==> src/rtl/mux8_arb_pkg.sv <==
// Shared types and helpers for the 8-way round-robin mux arbiter.
package mux8_arb_pkg;
  localparam int NUM_REQ = 8;
  localparam int IDX_W   = 3;

  typedef enum logic {IDLE = 1'b0, GRANT = 1'b1} arb_state_t;

  function automatic logic [IDX_W-1:0] onehot_to_idx(input logic [NUM_REQ-1:0] oh);
    logic [IDX_W-1:0] idx;
    idx = '0;
    for (int i = 0; i < NUM_REQ; i++)
      if (oh[i]) idx = idx | IDX_W'(i);
    return idx;
  endfunction
endpackage

==> src/rtl/mux_8x1.sv <==
// Plain 8:1 bit multiplexer; {s2,s1,s0} selects input i0..i7.
module mux_8x1 (
  input  logic i0,
  input  logic i1,
  input  logic i2,
  input  logic i3,
  input  logic i4,
  input  logic i5,
  input  logic i6,
  input  logic i7,
  input  logic s2,
  input  logic s1,
  input  logic s0,
  output logic y
);
  always_comb begin
    case ({s2, s1, s0})
      3'd0:    y = i0;
      3'd1:    y = i1;
      3'd2:    y = i2;
      3'd3:    y = i3;
      3'd4:    y = i4;
      3'd5:    y = i5;
      3'd6:    y = i6;
      default: y = i7;
    endcase
  end
endmodule

==> src/rtl/mux8_rr_arbiter.sv <==
// Round-robin arbiter with bounded hold driving a shared mux_8x1 datapath.
// Define MUX8_ARB_PARK_EN to keep the last select while idle instead of forcing 0.
module mux8_rr_arbiter
  import mux8_arb_pkg::*;
#(
  parameter int MAX_HOLD = 4,
  parameter int CNT_W    = 8
) (
  input  logic               clk,
  input  logic               rst_n,
  input  logic [NUM_REQ-1:0] req,
  input  logic [NUM_REQ-1:0] din,
  output logic [NUM_REQ-1:0] gnt,
  output logic               gnt_valid,
  output logic               s2,
  output logic               s1,
  output logic               s0,
  output logic               dout
);
  arb_state_t         state, nxt_state;
  logic [IDX_W-1:0]   sel, nxt_sel, ptr, nxt_ptr;
  logic [CNT_W-1:0]   hold_cnt, nxt_cnt;
  logic [NUM_REQ-1:0] nxt_gnt;
  logic [IDX_W-1:0]   cur_idx, win_idx, scan;
  logic               found, release_g, mux_y;

  // ptr already sits at g+1 while granted, so one scan serves both idle and release.
  always_comb begin
    found   = 1'b0;
    win_idx = '0;
    scan    = '0;
    for (int i = 0; i < NUM_REQ; i++) begin
      scan = ptr + IDX_W'(i);
      if (!found && req[scan]) begin
        found   = 1'b1;
        win_idx = scan;
      end
    end
  end

  assign cur_idx   = onehot_to_idx(gnt);
  assign release_g = !req[cur_idx] || (hold_cnt == CNT_W'(MAX_HOLD - 1));

  always_comb begin
    nxt_state = state;
    nxt_gnt   = gnt;
    nxt_sel   = sel;
    nxt_ptr   = ptr;
    nxt_cnt   = hold_cnt;
    if (state == GRANT && !release_g) begin
      nxt_cnt = hold_cnt + CNT_W'(1);
    end else if (found) begin
      nxt_state = GRANT;
      nxt_gnt   = NUM_REQ'(1) << win_idx;
      nxt_sel   = win_idx;
      nxt_ptr   = win_idx + IDX_W'(1);
      nxt_cnt   = '0;
    end else begin
      nxt_state = IDLE;
      nxt_gnt   = '0;
      nxt_cnt   = '0;
`ifdef MUX8_ARB_PARK_EN
      nxt_sel   = sel;
`else
      nxt_sel   = '0;
`endif
    end
  end

  always_ff @(posedge clk or negedge rst_n) begin
    if (!rst_n) begin
      state     <= IDLE;
      gnt       <= '0;
      gnt_valid <= 1'b0;
      sel       <= '0;
      ptr       <= '0;
      hold_cnt  <= '0;
    end else begin
      state     <= nxt_state;
      gnt       <= nxt_gnt;
      gnt_valid <= (nxt_state == GRANT);
      sel       <= nxt_sel;
      ptr       <= nxt_ptr;
      hold_cnt  <= nxt_cnt;
    end
  end

  assign {s2, s1, s0} = sel;

  mux_8x1 u_mux (
    .i0(din[0]), .i1(din[1]), .i2(din[2]), .i3(din[3]),
    .i4(din[4]), .i5(din[5]), .i6(din[6]), .i7(din[7]),
    .s2(s2), .s1(s1), .s0(s0),
    .y (mux_y)
  );

  assign dout = mux_y & gnt_valid;
endmodule
==> config.mk <==
export PLATFORM = sky130hd
export DESIGN_NAME = mux8_rr_arbiter
export DESIGN_NICKNAME = d
export VERILOG_FILES = /design/src/rtl/mux8_arb_pkg.sv /design/src/rtl/mux_8x1.sv /design/src/rtl/mux8_rr_arbiter.sv
export SDC_FILE = /design/constraint.sdc
export NUM_CORES = 1
export LEC_CHECK = 0
export CAP_MARGIN = 20
export CORE_ASPECT_RATIO = 0.5
export CORE_UTILIZATION = 35
export DETAILED_ROUTE_END_ITERATION = 6
export PLACE_DENSITY = 0.56
export SYNTH_ARGS = -nofsm -noshare
export SYNTH_HDL_FRONTEND = slang
export SYNTH_SLANG_ARGS = --single-unit
==> constraint.sdc <==
create_clock -name clk -period 5 [get_ports clk]
set_input_delay 1 -clock clk [delete_from_list [all_inputs] [get_ports clk]]
set_output_delay 1 -clock clk [all_outputs]
set_load 0.02 [all_outputs]
## Yosys cells after proc, flatten, opt, wreduce, memory -nomap -nowiden

Cells that the tools add are included.
W data, S select, Z words.

- Reduce and logical (&&, ||, !) cells: 20
- Multiplexer cells: 46
- Shift operators: 1
- Bitwise gates (word level): 2
- Equality and inequality tests: 7
- $add $sub $neg: 9
- Magnitude comparators: 9

Operators with widths:

| kind | count |
|---|---|
| $mux W3 | 13 |
| $lt A3 B4 Y1 const B | 9 |
| $bmux W1 S3 | 9 |
| $mux W1 | 19 |
| $mux W8 | 2 |
| $add A3 B3 Y3 const B | 4 |
| $eq A3 B3 Y1 const B | 3 |
| $logic_not A1 Y1 | 9 |
| $add A8 B1 Y8 const B | 1 |
| $eq A8 B2 Y1 const B | 1 |
| $logic_and A1 B1 Y1 | 8 |
| $shl A1 B3 Y8 const A | 1 |
| $pmux W1 S7 | 1 |
| $add A3 B1 Y3 const B | 2 |
| $add A3 B2 Y3 const B | 2 |
| $eq A3 B2 Y1 const B | 2 |
| $mux W2 | 2 |
| $eq A3 B1 Y1 const B | 1 |
| $logic_not A3 Y1 | 1 |
| $reduce_and A2 Y1 | 1 |
| $and A1 B1 Y1 | 1 |
| $logic_or A1 B1 Y1 | 1 |
| $not A1 Y1 | 1 |

- Output and inout bits: 13
- Word-level logic and storage cells: 99
- Register bits after elaboration: 23

## Longest topological paths before layout

Gate-level depths: netlist of the first run.

- Word-level depth: 26
- Mapped depth: 15
- Gate-level depth less buffers: 12

## Hierarchy

Synthesis of the first run repeated with hierarchy kept, for this count alone.

- Cell total of the unflattened synthesis: 205
- Area, all modules: 2,127.0 um^2

Modules (own cells, without submodules):

| module | instances | seq. area each (um^2) | cells each | area an instance (um^2) |
|---|---|---|---|---|
| mux8_rr_arbiter | 1 | 575.6 | 202 | 2,063.2 |
| mux_8x1 | 1 | 0.0 | 3 | 63.8 |

## Worst setup path before layout of the first run

Ideal clock, no wire load.

- Path type: register to register
- Start: register ptr[0]
- End: register gnt[5]
- Data arrival time: 2.968 ns
- Stages on the path, launching flop included: 15
- Clock period less this slack: 3.090 ns
- Data required time: 4.878 ns
- Slack: 1.910 ns
- Path buffers: 3
- Cells stage by stage: dfrtp_1 buf_6 buf_8 inv_1 ha_1 buf_2 mux4_2 mux2_2 nand2_1 o211a_1 o21ai_2 a21oi_4 inv_2 ha_1 a32o_1

- Longest elaborated chain between the ends: 26

Ends and longest elaborated chain:

| element | RTL line | RTL |
|---|---|---|
| from (decl) | mux8_rr_arbiter.sv:21 | `logic [IDX_W-1:0] sel, nxt_sel, ptr, nxt_ptr;` |
| from (signal assigned) | mux8_rr_arbiter.sv:83 | `ptr <= nxt_ptr;` |
| branches (longest 25 deep; another with $add A3 B1 Y3) | -- |  |
| $mux W8 * | mux8_rr_arbiter.sv:52 | `end else if (found) begin` |
| to (signal assigned) | mux8_rr_arbiter.sv:80 | `gnt <= nxt_gnt;` |
| to (decl) | mux8_rr_arbiter.sv:13 | `output logic [NUM_REQ-1:0] gnt,` |

Mark *: on every way between the ends. The select of a mux whose other input is x is not followed.
A chain may end at the register's enable or synchronous reset.

## Final worst setup path of the first run

- Start: register ptr[1]
- End: register ptr[2]

- Longest elaborated chain between the ends: 25

Ends and longest elaborated chain:

| element |
|---|
| branches (longest 25 deep; another with $add A3 B1 Y3) |

Several ways; the timed one is not identified. The select of a mux whose other input is x is not followed.

==> metrics.txt, run 1 <==
outcome finished clean; P_sw 1.04 mW; multi-input combinational cell area 1460 sq um; fillers 538; Arrival @ worst endpoint 3.89 ns; power share of the sequential group around 17%; Combinational Power Share 75.2%; routed vias/inst between 5 and 6; # Post-CTS Setup Buffers 0; Bufs on Longest Clock Path 2; Final Hold Viols 0; Setup Viol. Count Final 0; final slew viol count 0; Mapped Cells approximately 210; Critical-path top delay cell ha_1; Compound-Gate Fraction of Synth Area 21.1%; synth unique cells 59; critical path depth 11; largest net degree at the start of global routing 24; slew margin rel. about half; total leakage power 1.04 nW; max cap viols 0; proportion of layout cells with a drive suffix above 1 17.8%; 1st-pass router iterations 4; Worst EP required approximately 5 ns; M2 GR Usage 28.5%; CTS HTree Levels 1; adder-cell share of the synthesized area under 10%; maximum vdd drop 0.271 mV; largest family of logic cells by synthesized area multiplexers; hold_buf cts 0; Power Density 802 nW/um^2; antenna violations before repair 0; Design Area, Final around 2600 sq um; M1 GR Usage 23.3%; cells along the critical path inv_2 > ha_1 > mux4_2 > mux2i_1 > nor2b_2 > o21ai_0 > a21o_1 > o21ai_2 > ha_1 > nand2_1 > nand2_1; skew final 0.00119 ns; CTS Sinks 23; met3 Use GR under 10%; Total GRT Usage between 15 and 20%; TritonCTS buffer count 3; hold slack 0.510 ns; largest driver fanout on the critical path 15; Floorplan Core Area 5660 sq um; Final period util 75.0%; # diodes 0; Routability Congestion ~0.9; final antenna-violating net count 0; total power 2.05 mW; DRC viols 0; Cell Int Power 1.01 mW; Initial Utilization between 30 and 40%; WL/cell 16.5 um; Clk pwr share 8.3%; Detailed Route WL 5100 um; first-pass GRT wire length roughly 8500 um; syn nets 233; post-synthesis async set-or-reset flop share 100%; Root Buffer clkbuf_16; setup tns final 0 ns; Final Net Count 261; Initial DRC Count 82; Mapped Area 2120 sq um; # rows 19; clk_lat worst skew roughly 0.25 ns; sequential element share of the synthesized area 27.2%; critical setup path kind reg2reg; Post-synth EDFFs 0; Avg Cell Area, Syn between 10 and 15 sq um; f_max 267 MHz; minimum clock period between 3 and 4 ns; placed instance area 2460 sq um; ranking of synthesized cells by area dfrtp_1 (27%), mux4_2 (11%), mux2i_1 (7.1%); DP Wirelength 3950 um; synthesized flop and latch total 23; sw frac between 50% and 60%; hold-critical path depth 2; commonest non-fill, non-tap cells in the layout clkdlybuf4s50_1 (30), nand2_1 (25), dfrtp_1 (23); most common flop cell mapped by yosys dfrtp_1; largest area contributor in the synthesized netlist dfrtp_1; worst min-delay path class reg2reg; Placed Instances 304; CP delay by family, top adder cells; RSZ-0062 raised after global routing no; crit-path max cell delay about 0.68 ns; slew at the pin with the worst max-slew slack about 0.73 ns; Syn-to-layout area delta 20.8%; IO Pins 31; WP buf/inv 1; vias in the first global route 1,669; Most Used Layer, Global Route met2; Die Span Y about 57 um; post-synthesis mux area share 23.3%; warnings from Yosys 0; post_cts resized 0; Storage cell area 576 sq um; startpoint class of the critical path flip-flop; commonest non-fill, non-tap cell in the layout clkdlybuf4s50_1; Crit. End Element flip-flop; IO buf count 30; CTS tree done; Simple-Gate Fraction of Synth Area 16.4%; Layout Cells excl Fill between 300 and 400; Worst-path clk slew ~0.060 ns; Die Wd approximately 110 um; XOR/XNOR Fraction of Synth Area 4.49%; die area around 6400 sq um; via count between 1,500 and 2,000; post-synth top area share 27.2%; GRT Residual Overflow 0; Register-to-Register Path Depth 11
==> area by class of cell <==
class	instances	share of cell area [%]
clock inverters	1	0.196
repair buffers	33	12.9
clock buffers	3	2.93
multi-input cells	170	57.0
well taps	73	3.57
flip-flops and latches	23	22.5
inverters	6	0.880
==> synthesized netlist by cell type (all sizes together), types with 3 or more instances <==
cell,n
a21o,3
a21oi,8
a32o,5
and3,3
buf,6
clkbuf,4
dfrtp,23
ha,6
inv,6
mux2,5
mux2i,17
mux4,11
nand2,25
nand3,11
nor2,12
nor4,4
o211a,3
o211ai,3
o21ai,13
o41a,3
xor2,8
==> per-layer routing <==
metal | vias up | share of wire [%]
met3 | 4 | 3.0
met4 | 0 | 0.80
li1 | 868 | -
met2 | 35 | 48
met5 | - | 0
met1 | 890 | 48
==> power by group through the flow <==
| stage | sequential [mW] | combinational (mW) | clock, mW |
|---|---|---|---|
| 2_1_floorplan | 0.319 | 1.23 | 0 |
| 3_3_place_gp | 0.342 | 1.55 | 0 |
| 3_5_place_dp | 0.342 | 1.54 | 0 |
| 4_1_cts | 0.338 | 1.55 | 0.174 |
| 5_1_grt | 0.348 | 1.70 | 0.182 |
| 6_report | 0.338 | 1.54 | 0.171 |
==> final timing paths <==
| check | endpoint | startpoint | slack, ns |
|---|---|---|---|
| min in group asynchronous | gnt[2] | rst_n | 1.06 |
| max reg2reg | ptr[2] | ptr[1] | 1.25 |
| min | gnt[0] | gnt[0] | 0.51 |
| min reg2reg | gnt[0] | gnt[0] | 0.51 |
| max in group asynchronous | state | rst_n | 3.50 |
| max | ptr[2] | ptr[1] | 1.25 |
==> worst register-to-register path, cell delays in order, from the launching register on <==
cell and delay [ns]:
dfrtp_1 0.64, inv_2 0.21, ha_1 0.68, mux4_2 0.65
mux2i_1 0.30, nor2b_2 0.26, o21ai_0 0.12, a21o_1 0.18
o21ai_2 0.19, ha_1 0.32, nand2_1 0.06, nand2_1 0.05
==> metrics by stage <==
| stage | worst slack [ns] | util, % |
|---|---|---|
| final | 1.25 | 45.2 |
| after global routing | 0.999 | 45.2 |
| after CTS | 1.25 | 45.0 |
| after detailed placement | 1.19 | 43.5 |
| after global placement | 1.18 | 43.5 |
| after floorplan | 1.91 | - |
==> state kept, by name, summed over array words and instances (netlist names) <==
name and cells:
ptr 3, hold_cnt 8, sel 3, gnt 8
state 1
==> cell families (layout without fill, tap and decap cells) <==
kind of cell / after synthesis / count (layout)
XOR/XNOR: 10 / 10
flip-flops: 23 / 23
AND/OR/NAND/NOR: 67 / 67
multiplexers: 33 / 33
AO/OA/AOI/OAI: 54 / 54
adder cells (fa/ha/maj): 6 / 6
buffers and inverters: 16 / 43
No activity file was read; power rests on OpenSTA's default activity.
==> run 2, diff against run 1 <==
Clock period 5 ns to 3.7 ns, I/O delays scaled along.
==> run 2 against run 1 <==
Compared with the run above: combinational power is 44% higher; critical path type is now in2reg; highest routed layer unchanged; total power up 41%; count of clock-buffer cells in the layout stayed put; clock skew increased by 0.0035 ns; final cell count grew 1.9%; sequential share of layout area decreased by 0.39 points.
==> metrics.txt, run 2 (synthesis results as in run 1) <==
outcome finished clean; total leakage power between 1 and 1.5 nW; via count 1,826; hold_buf cts 0; clk_lat worst skew 0.26 ns; antenna violations before repair 0; top flop regs gnt: 8 flops, hold_cnt: 8 flops; critical setup path kind in2reg; CTS Sinks 23; Root Buffer clkbuf_16; largest driver fanout on the critical path 7; Syn-to-layout area delta 22.9%; vias in the first global route ~1,800; commonest non-fill, non-tap cell in the layout clkdlybuf4s50_1; DRC viols 0; Total GRT Usage 17.1%; # rows 19; max cap viols 0; Initial DRC Count 105; Power Density about 1100 nW/um^2; origin of the critical flop-to-flop path ptr[2]; Register-to-Register Path Depth 10; startpoint class of the critical path primary input; CTS HTree Levels 1; RSZ-0062 raised after global routing no; routed vias/inst 5.80; Bufs on Longest Clock Path 2; Initial Utilization between 30 and 40%; Routability Congestion 1.02; DP Wirelength 4010 um; slew margin rel. between 50% and 60%; R2R setup slack between 0.5 and 0.6 ns; Worst EP required around 3.9 ns; TritonCTS buffer count 3; Final Net Count 267; CTS tree done; Crit. Startpoint req[1]; total power about 2.9 mW; IO buf count 30; WL/cell 16.7 um; first-pass GRT wire length 8820 um; setup tns final 0 ns; # Post-CTS Setup Buffers 0; final antenna-violating net count 0; proportion of layout cells with a drive suffix above 1 slightly below 20%; post_cts resized 0; Die Wd 112 um; worst setup path end ptr[2]; Final period util about nine tenths; GRT Residual Overflow 0; skew final 0.00466 ns; Detailed Route WL 5250 um; commonest non-fill, non-tap cells in the layout clkdlybuf4s50_1 (30), nand2_1 (25), dfrtp_1 (23); Worst-path clk slew 0.06 ns; hold slack a little over 0.5 ns; # diodes 0; maximum vdd drop 0.426 mV; largest net degree at the start of global routing 24; Arrival @ worst endpoint 3.55 ns; worst min-delay path class reg2reg; 1st-pass router iterations 6; r2r endpoint ptr[2]; Setup Viol. Count Final 0; f_max around 290 MHz; IO Pins 31; die area about 6400 sq um; Floorplan Core Area ~5700 sq um; final slew viol count 0; slew at the pin with the worst max-slew slack 0.730 ns; minimum clock period 3.40 ns; Die Span Y 57.0 um; Final Hold Viols 0; Crit. End Element flip-flop
-- run 2: cell types whose count changed in the layout (fill, tap and decap cells not counted) --
cell and delta:
buf_4 +6
-- run 2: where the power goes --
group	internal, mW	leakage, nW	switching (mW)	total (mW)
clock network	0.146	0.0409	0.0904	0.236
logic	0.964	0.726	1.25	2.22
registers	0.331	0.299	0.104	0.435
total	1.44	1.07	1.45	2.89
-- run 2: area by class of cell --
cell class,count,area [sq um]
clock buffers,3,75.1
clock inverters,1,5.00
fillers,546,3050
inverters,6,22.5
multi-input cells,170,1460
flip-flops and latches,23,576
well taps,73,91.3
repair buffers,39,375
-- run 2: worst min-delay path by stage --
| stage | start | end | slack [ns] | cells past startpoint |
|---|---|---|---|---|
| 6_report | hold_cnt[0] | hold_cnt[0] | 0.51 | 1 |
| 3_5_place_dp | gnt[0] | gnt[0] | 0.48 | 2 |
| 5_1_grt | hold_cnt[0] | hold_cnt[0] | 0.52 | 1 |
| 4_1_cts | hold_cnt[0] | hold_cnt[0] | 0.51 | 1 |
| 2_1_floorplan | rst_n | gnt[0] | 0.44 | 0 |
| 3_3_place_gp | hold_cnt[0] | hold_cnt[0] | 0.50 | 1 |
-- run 2: critical path: stages --
cell and delay, ns:
clkdlybuf4s50_1 0.54, mux4_2 0.55, mux2i_2 0.27, o2111ai_1 0.20, o311ai_1 0.40, a21o_1 0.27, inv_1 0.12, nor2_1 0.11
ha_1 0.23, nand2_1 0.06, nand2_1 0.05
-- run 2: stage by stage --
step,instance area (sq um),utilization (%),cells,setup slack (ns)
6_report,2600,46.0,315,0.302
2_1_floorplan,2120,-,209,0.610
3_5_place_dp,2510,44.3,310,0.0721
5_1_grt,2600,46.0,315,0.115
3_3_place_gp,2510,44.3,310,0.0533
4_1_cts,2590,45.8,314,0.343
-- run 2: metal layers --
metal	wire, um	part of all wire, %	GRT usage (%)	vias up
li1	-	-	-	878
met3	210	4.0	2.87	12
met5	0	0	0	-
met2	2380	45	28.0	49
met1	2570	49	24.0	887
met4	101	1.9	4.38	0
==> run 3, diff against run 2 <==
Settings changed: SKIP_LAST_GASP set to 1.
==> results of run 3 <==
The final DEF is identical to that of run 2; final timing and power are the same.
